## src/rtl/mac8_pkg.sv

```systemverilog
// Shared definitions for the MAC8 accumulation path.
//   DIGIT_W     : width of one accumulator digit / adder operand
//   seq_state_t : sequencer states (IDLE, ADD, RESULT)
package mac8_pkg;

   localparam int unsigned DIGIT_W = 6;

   typedef enum logic [1:0] {
      IDLE,
      ADD,
      RESULT
   } seq_state_t;

endpackage

```

## src/rtl/reversible_6bit_adder.sv

```systemverilog
// Three-operand 6-bit adder.
//   a, b, c : unsigned operands (c is at most 1 when used by the sequencer,
//             so the 7-bit result {carry, sum} is always exact)
//   sum     : low 6 bits of a + b + c
//   carry   : bit 6 of a + b + c
module reversible_6bit_adder
   import mac8_pkg::*;
(
   input  logic [DIGIT_W-1:0] a,
   input  logic [DIGIT_W-1:0] b,
   input  logic [DIGIT_W-1:0] c,
   output logic [DIGIT_W-1:0] sum,
   output logic               carry
);

   logic [DIGIT_W:0] total;

   always_comb begin
      total = (DIGIT_W+1)'(a) + (DIGIT_W+1)'(b) + (DIGIT_W+1)'(c);
      sum   = total[DIGIT_W-1:0];
      carry = total[DIGIT_W];
   end

endmodule

```

## src/rtl/add3_accum_seq.sv

```systemverilog
// Multi-cycle accumulation sequencer: adds a stream of 6-bit words into a
// 6*DIGITS-bit accumulator, one digit per cycle, through a single shared
// three-operand adder. A word tagged in_last closes the burst and the total
// plus a sticky overflow flag are presented on a valid/ready output.
//   clk, rst_n          : clock, synchronous active-low reset
//   in_valid/in_ready   : input word handshake; in_data word, in_last closes burst
//   out_valid/out_ready : result handshake; out_sum total, out_ovf sticky overflow
//   busy                : high whenever the sequencer is not IDLE
module add3_accum_seq
   import mac8_pkg::*;
#(
   parameter int unsigned DIGITS = 2
) (
   input  logic                        clk,
   input  logic                        rst_n,
   input  logic                        in_valid,
   output logic                        in_ready,
   input  logic [DIGIT_W-1:0]          in_data,
   input  logic                        in_last,
   output logic                        out_valid,
   input  logic                        out_ready,
   output logic [DIGIT_W*DIGITS-1:0]   out_sum,
   output logic                        out_ovf,
   output logic                        busy
);

   localparam int unsigned DW = $clog2(DIGITS);
   localparam logic [DW-1:0] D_LAST = DW'(DIGITS - 1);

   seq_state_t         state_q, state_d;
   logic [DIGIT_W-1:0] acc_q [DIGITS];
   logic [DIGIT_W-1:0] acc_d [DIGITS];
   logic               ovf_q, ovf_d;
   logic               carry_q, carry_d;
   logic [DW-1:0]      d_q, d_d;
   logic [DIGIT_W-1:0] word_q, word_d;
   logic               last_q, last_d;

   logic [DIGIT_W-1:0] op_a, op_b, op_c, add_sum;
   logic               add_carry;

   // Operand mux: the word enters only at digit 0; upper digits just
   // absorb the ripple carry through operand C.
   always_comb begin
      op_a = acc_q[d_q];
      op_b = (d_q == '0) ? word_q : '0;
      op_c = {{(DIGIT_W-1){1'b0}}, carry_q};
   end

   reversible_6bit_adder u_adder (
      .a     (op_a),
      .b     (op_b),
      .c     (op_c),
      .sum   (add_sum),
      .carry (add_carry)
   );

   // State register and datapath flops
   always_ff @(posedge clk) begin
      if (!rst_n) begin
         state_q <= IDLE;
         for (int unsigned i = 0; i < DIGITS; i++) acc_q[i] <= '0;
         ovf_q   <= 1'b0;
         carry_q <= 1'b0;
         d_q     <= '0;
         word_q  <= '0;
         last_q  <= 1'b0;
      end else begin
         state_q <= state_d;
         acc_q   <= acc_d;
         ovf_q   <= ovf_d;
         carry_q <= carry_d;
         d_q     <= d_d;
         word_q  <= word_d;
         last_q  <= last_d;
      end
   end

   // Next-state logic
   always_comb begin
      state_d = state_q;
      case (state_q)
         IDLE:    if (in_valid) state_d = ADD;
         ADD:     if (d_q == D_LAST) state_d = last_q ? RESULT : IDLE;
         RESULT:  if (out_ready) state_d = IDLE;
         default: state_d = IDLE;
      endcase
   end

   // Datapath next values
   always_comb begin
      acc_d   = acc_q;
      ovf_d   = ovf_q;
      carry_d = carry_q;
      d_d     = d_q;
      word_d  = word_q;
      last_d  = last_q;
      case (state_q)
         IDLE: begin
            if (in_valid) begin
               word_d  = in_data;
               last_d  = in_last;
               carry_d = 1'b0;
               d_d     = '0;
            end
         end
         ADD: begin
            acc_d[d_q] = add_sum;
            carry_d    = add_carry;
            if (d_q == D_LAST) begin
               d_d = '0;
               if (add_carry) ovf_d = 1'b1;
            end else begin
               d_d = d_q + DW'(1);
            end
         end
         RESULT: begin
            if (out_ready) begin
               for (int unsigned i = 0; i < DIGITS; i++) acc_d[i] = '0;
               ovf_d = 1'b0;
            end
         end
         default: ;
      endcase
   end

   // Outputs decoded from state and registers only
   always_comb begin
      in_ready  = (state_q == IDLE);
      out_valid = (state_q == RESULT);
      busy      = (state_q != IDLE);
      out_ovf   = ovf_q;
      out_sum   = '0;
      for (int unsigned i = 0; i < DIGITS; i++)
         out_sum[i*DIGIT_W +: DIGIT_W] = acc_q[i];
   end

endmodule
```

## config.mk

```make
export PLATFORM = sky130hd
export DESIGN_NAME = add3_accum_seq
export DESIGN_NICKNAME = d
export VERILOG_FILES = /design/src/rtl/mac8_pkg.sv /design/src/rtl/reversible_6bit_adder.sv /design/src/rtl/add3_accum_seq.sv
export SDC_FILE = /design/constraint.sdc
export NUM_CORES = 1
export LEC_CHECK = 0
export BUFFER_PORTS_ARGS = -buffer_cell sky130_fd_sc_hd__buf_2
export CAP_MARGIN = 20
export CORE_ASPECT_RATIO = 1.1
export CORE_MARGIN = 5
export CORE_UTILIZATION = 49
export CTS_BUF_LIST = sky130_fd_sc_hd__clkbuf_4 sky130_fd_sc_hd__clkbuf_8 sky130_fd_sc_hd__clkbuf_16
export DETAILED_ROUTE_END_ITERATION = 7
export PLACE_DENSITY = 0.75
export SYNTH_ARGS = -nofsm -noshare
export SYNTH_HDL_FRONTEND = slang
export SYNTH_SLANG_ARGS = --single-unit
```

## constraint.sdc

```tcl
create_clock -name clk -period 2.1 [get_ports clk]
set_input_delay 0.42 -clock clk [delete_from_list [all_inputs] [get_ports clk]]
set_output_delay 0.42 -clock clk [all_outputs]
set_load 0.01 [all_outputs]
```

Word-level counts from Yosys, hierarchy flattened
Cells that the tools add are included.
Word-level totals
  register bits after elaboration: 24
  input bits: 11
  output and inout port bits: 16
  word-level logic and storage cells: 52
Cells by class
  add/subtract/negate cells: 3
  order comparisons: 2
  equal/unequal tests: 6
  mux-type cells: 22
  bitwise gates (word level): 1
  reduce and logical (&&, ||, !) cells: 10
Operators by type and width (number)
  2-to-1 mux 6 bit: 5
  case mux 12 bit (2 select lines): 1
  bitwise mux 12 bit: 1
  2-to-1 mux 12 bit: 1
  2-to-1 mux 2 bit: 4
  adder 6 x 6 -> 7 bit: 1
  adder 7 x 1 -> 7 bit: 1
  demux 6 bit (select 1 bit): 1
  case mux 1 bit (2 select lines): 3
  case mux 2 bit (3 select lines): 1
  AND reduction 2 bit: 3
  nonzero test 2 bit: 3
  2-to-1 mux 1 bit: 5
  != test 2 x 1 -> 1 bit, second input constant: 2
  != test 2 bit, second input constant: 2
  AND reduction 4 bit: 1
  AND reduction 3 bit: 1
  equality test 2 x 1 -> 1 bit, second input constant: 1
  equality test 2 bit, second input constant: 1
  greater-or-equal comparator 2 bit, second input constant: 1
  zero test 2 bit: 1
  less-than comparator 2 x 1 -> 1 bit, second input constant: 1
  inverter 1 -> 2 bit: 1
  adder 1 bit, second input constant: 1
  logical AND 1 bit: 1

Longest topological paths before layout
  depth after elaboration: 9
  gate-level depth with buffers: 9
  depth with buffers taken out: 8

Hierarchy
A second synthesis with hierarchy kept.
Unflattened totals
  cells, all modules: 170
  area, all modules: 1541.5 um^2
Modules (own cells, without submodules)
  add3_accum_seq: times used 1, cells each 136, area each 1202.4 um^2
  reversible_6bit_adder: times used 1, cells each 34, area each 339.1 um^2

Worst setup path after synthesis
No wires, ideal clock.
  path type: reg2reg
  start: register d_q
  end: register acc_q, in the netlist out_sum[4]
  library setup time: 0.070 ns
  data arrival time: 2.231 ns
  path slack: -0.201 ns
  stages on the path, launching flop included: 10
  buffers on the path: 2
  period minus slack after synthesis: 2.301 ns
  cells stage by stage: dfxtp_1 buf_2 buf_2 mux2i_1 fa_1 fa_1 nor2b_1 o21ai_0 a211o_1 a21boi_1
On the way
  word-level cells in the longest chain between the ends: 8
  elaborated cells between the ends (all ways): 14
  classes of those cells: 2 x add/sub; 2 x order compare; 8 x mux; 1 x bitwise; 1 x reduce/logical
Ends and longest elaborated chain
  start: declaration: RTL line add3_accum_seq.sv:35  | logic [DW-1:0] d_q, d_d;
  start signal: assignment: RTL line add3_accum_seq.sv:65  | d_q <= '0;
  start signal: assignment: RTL line add3_accum_seq.sv:73  | d_q <= d_d;
  inverter 1 -> 2 bit (not written as such): RTL line add3_accum_seq.sv:45, add3_accum_seq.sv:108
  2-to-1 mux 6 bit (not written as such) (3 in a row): RTL line add3_accum_seq.sv:45  | op_a = acc_q[d_q];
  adder 6 x 6 -> 7 bit: RTL line reversible_6bit_adder.sv:19  | total = (DIGIT_W+1)'(a) + (DIGIT_W+1)'(b) + (DIGIT_W+1)'(c);
  adder 7 x 1 -> 7 bit: RTL line reversible_6bit_adder.sv:19
  bitwise mux 12 bit (*): RTL line add3_accum_seq.sv:108  | acc_d[d_q] = add_sum;
  case mux 12 bit (2 select lines) (*): RTL line add3_accum_seq.sv:98  | case (state_q)
  end signal: assignment: RTL line add3_accum_seq.sv:70  | acc_q <= acc_d;
  end: declaration: RTL line add3_accum_seq.sv:31  | logic [DIGIT_W-1:0] acc_q [DIGITS];
Every way passes the cells marked *; elsewhere a longest branch is shown, timed or not. The select of a mux whose other input is x is not followed.
A chain may end at the register's enable or synchronous reset.

Worst setup path in the final report
  start: register d_q
  end: register ovf_q (netlist: out_ovf)
On the way
  word-level cells in the longest chain between the ends: 8
  elaborated cells between the ends (all ways): 10
  classes of those cells: 2 x add/sub; 2 x eq/ne; 4 x mux; 1 x bitwise; 1 x reduce/logical
Ends and longest elaborated chain
  inverter 1 -> 2 bit (not written as such): RTL line add3_accum_seq.sv:45
  2-to-1 mux 6 bit (not written as such) (3 in a row): RTL line add3_accum_seq.sv:45
  adder 6 x 6 -> 7 bit: RTL line reversible_6bit_adder.sv:19
  adder 7 x 1 -> 7 bit: RTL line reversible_6bit_adder.sv:19
  != test 2 x 1 -> 1 bit (no source line)
  AND reduction 4 bit (no source line) (*)
  end signal: assignment: RTL line add3_accum_seq.sv:71  | ovf_q <= ovf_d;
  end: declaration: RTL line add3_accum_seq.sv:33  | logic ovf_q, ovf_d;
Marked as above.

==> impl_metrics.py <==
metrics = {
    "status": {
        "run_status": "complete, but fails checks",
        "violations_in_the_final_reports": "negative setup slack",
    },
    "clock_network": {
        "number_of_clock_buffers_inserted_by_tritoncts": 3,
        "cts_tree": "built",
        "clock_latency_ns": 0.33,
        "cts.htree.levels": 1,
        "clock_sink_count": 24,
        "cts_buffer_depth": 2,
        "path_clk_slew_ns": 0.15,
        "ctsRootBufferMaster": "clkbuf_4",
    },
    "run": {
        "drv_cap": 0,
    },
    "synthesis": {
        "synth_cell_types": 44,
        "synthMuxAreaShare": 0.1140,
        "async_flop_share": 0,
        "synthXorXnorAreaFrac": 0.006045,
        "synth-simple-area-share": 0.2781,
        "syn-num-nets": 179,
        "synth_adder_area_share": 0.07081,
        "dominant_combinational_cell_family_by_area_after_synthesis": "simple AND/OR/NAND/NOR gates",
        "synthesis.area_um2": 1449,
        "syn_inst": 161,
        "synth_edf_count": 0,
        "synth-seq-area-share": 0.3316,
        "yosysWarningCount": 0,
        "syn_area_per_cell_um2": 8.999,
        "synth_compound_gate_area_share": 0.1520,
        "number_of_synthesized_register_bits": 24,
        "synth_ff_type": "dfxtp_1",
    },
    "grt": {
        "grtUsageTotal": 0.2037,
        "layer_with_the_highest_usage": "met2",
        "global_route.overflow_total": 0,
        "grt_pass1_vias": 1396,
        "use_met3": 0.03295,
        "first_pass_grt_wire_length_mm": 6.313,
        "gr-usage-met1": 0.2403,
        "grt_max_degree": 30,
        "antenna_violations_before_repair": 0,
        "grtUsageMet2": 0.3521,
    },
    "detailed_routing": {
        "drt_wl_total_mm": 4.161,
        "antenna_left": 0,
        "remaining_drc_errors": 0,
        "first_drt_iteration_drcs": 55,
        "detail_route.first_pass.iterations": 4,
        "drt-wirelength-per-cell_um": 17.27,
        "viasPerCell": 5.817,
        "routed-via-count": 1402,
    },
    "floorplan": {
        "floorplan.initialDensity": 0.5170,
        "die-width_um": 61.85,
        "boundaryPins": 27,
        "core_area_um2": 2803,
        "placement_row_count": 20,
        "die_h_um": 67.03,
        "dieArea_um2": 4145,
    },
    "power_and_ir_drop": {
        "powerDensity_nw_per_um2": 530.9,
        "vdd.ir_drop.worst_mv": 0.4492,
        "power.leakage_uw": 0.0008703,
    },
    "worst_setup_path": {
        "critPathSlowestCell": "dfxtp_4",
        "timing.rr.end": "out_ovf$_SDFFE_PN0P_",
        "required_time_of_the_critical_path_ns": 2.34,
        "crit_path_max_incr_delay_ns": 0.41,
        "critical_path_buf_inv_count": 0,
        "crit_chain": "mux2i_4, fa_2, fa_2, nor2b_4, o31a_1, o31ai_2, o31ai_1",
        "crit_fanout": 7,
        "reg2reg_slack_ns": -0.04,
        "critPathArrivalTime_ns": 2.38,
        "timing.rr.start": "d_q$_SDFFE_PN0P_",
        "worst_setup_path_start_kind": "flip-flop",
        "end_kind": "flip-flop",
        "worstSetupPathType": "reg -> reg",
        "path_common_cell": "fa_2",
        "worstRegToRegCells": 7,
        "critPathTopFamily": "adder cells",
    },
    "timing": {
        "grt_setup_unrepaired": "true",
        "final_max_slew_viol_count": 0,
        "worst_slew_pin_slew_ns": 0.5381,
        "layout_setup_ws_ns": -0.03581,
        "max-slew-margin-rel": 0.6408,
        "max_clock_freq_mhz": 468.2,
        "hold_violations": 0,
        "report.final.setup_viol": 4,
        "post_layout_minimum_cycle_time_ns": 2.136,
        "period_share": 1.017,
        "finalClockSkew_ns": 0.003425,
    },
    "placed_design": {
        "placedCellCount": 230,
        "routabilityCongestion": 0.8835,
        "placed_cell_area_um2": 1734,
        "estimated_wirelength_of_the_detail_placed_design_mm": 2.767,
        "io_buf_count": 26,
    },
    "cells_and_area": {
        "final_util": 0.7103,
        "layout.cell_area.non_filler_um2": 1991,
        "nNetsFinal": 227,
        "drive_above_1_share": 0.4087,
        "area_growth_syn_to_layout_pct": 37.39,
        "finalNonFillerCells": 241,
        "antenna_cells": 0,
    },
    "worst_hold_path": {
        "whs_endpoint": "word_q[3]$_SDFFE_PN0P_",
        "worst_hold_launch": "in_data[3]",
        "hold_path_class": "in -> reg",
        "timing.hold.worst_path_depth": 3,
    },
}
-- where the power goes --
group	switching, µW	internal, µW	total [µW]
Combinational	108	106	214
Clock	157	193	350
Sequential	20.5	472	493
Total	286	771	1060
-- worst max path at each step --
stage / from / to / slack (ns) / depth (start not counted)
2_1_floorplan: d_q$_SDFFE_PN0P_ / out_sum[3]$_SDFFE_PN0P_ / 0.01 / 9
3_3_place_gp: d_q$_SDFFE_PN0P_ / out_sum[3]$_SDFFE_PN0P_ / -0.15 / 7
3_5_place_dp: d_q$_SDFFE_PN0P_ / carry_q$_SDFFE_PN0P_ / -0.26 / 8
4_1_cts: d_q$_SDFFE_PN0P_ / out_sum[4]$_SDFFE_PN0P_ / -0.04 / 8
5_1_grt: d_q$_SDFFE_PN0P_ / out_sum[5]$_SDFFE_PN0P_ / -0.10 / 10
6_report: d_q$_SDFFE_PN0P_ / out_ovf$_SDFFE_PN0P_ / -0.04 / 7
-- metrics by stage --
step / setup WS (ns) / power [µW] / hold WS, ns / TNS, ns
finish: -0.03581 / 1057 / 0.3341 / -0.04921
global route: -0.1023 / 1105 / 0.3464 / -0.5972
CTS: -0.04026 / 1034 / 0.3376 / -0.1135
detailed placement: -0.2552 / 675.5 / 0.4747 / -1.926
global placement: -0.1487 / 669.3 / 0.4549 / -1.179
floorplan: 0.01232 / 617.6 / 0.4435 / 0
-- sequential cells by signal, summed over array words and instances, names as in the netlist --
signal   count
carry_q      1
d_q          1
last_q       1
out_ovf      1
out_sum     12
state_q      2
word_q       6
-- metal layers --
metal / up-vias / wire length (µm)
met3: 12 / 166
met1: 679 / 1614
met2: 42 / 2259
met5: - / 0
met4: 0 / 121
li1: 669 / -
-- cell usage in the layout (no fill, tap or decap), types with 4 or more instances in the layout --
master	instances
mux2i_1	10
dfxtp_1	23
buf_2	26
inv_1	5
nand3_1	6
nor2b_1	16
nand2_1	9
nor2_1	9
mux2_2	4
nor3_1	4
buf_4	24
-- worst min-delay path: cells and delay by family --
kind                   cells  cell delay (ns)
and+or+nand+nor            1             0.09
buffers and inverters      1             0.07
muxes                      1             0.05
-- cell usage after synthesis (all sizes together) (3+ instances only) --
master / number / area [µm²]
o21ai: 3 / 15.01
dfxtp: 24 / 480.5
nor3b: 4 / 35.03
clkbuf: 4 / 15.01
a21boi: 4 / 30.02
ha: 5 / 62.56
and2: 3 / 18.77
nand2: 10 / 37.54
nor3: 4 / 20.02
nor2b: 19 / 118.9
buf: 5 / 31.28
nand3: 7 / 35.03
mux2: 4 / 45.04
inv: 6 / 22.52
nor2: 10 / 45.04
mux2i: 12 / 120.1
-- timing repair --
item	4_1_cts	5_1_grt
pin swaps	9	12
setup endpoints to repair	11	10
hold buffers	0	0
buffers inserted	5	2
gates resized for setup	12	21
-- cell type report --
type | instances | area [µm²]
timing repair buffer | 52 | 332.8
tap | 33 | 41.29
clock inverter | 1 | 30.03
sequential | 24 | 484.2
fill | 200 | 812.0
multi-input combinational | 122 | 1055
clock buffer | 3 | 22.52
inverter | 6 | 25.02
-- logic make-up after synthesis --
| group | after synthesis |
|---|---|
| fa+ha+maj | 7 |
| mux | 16 |
| flops | 24 |
| compound gates | 29 |
| simple gates | 69 |
| buf+inv | 15 |
| xor+xnor | 1 |
Note: power is estimated with default switching activity, not from simulation.
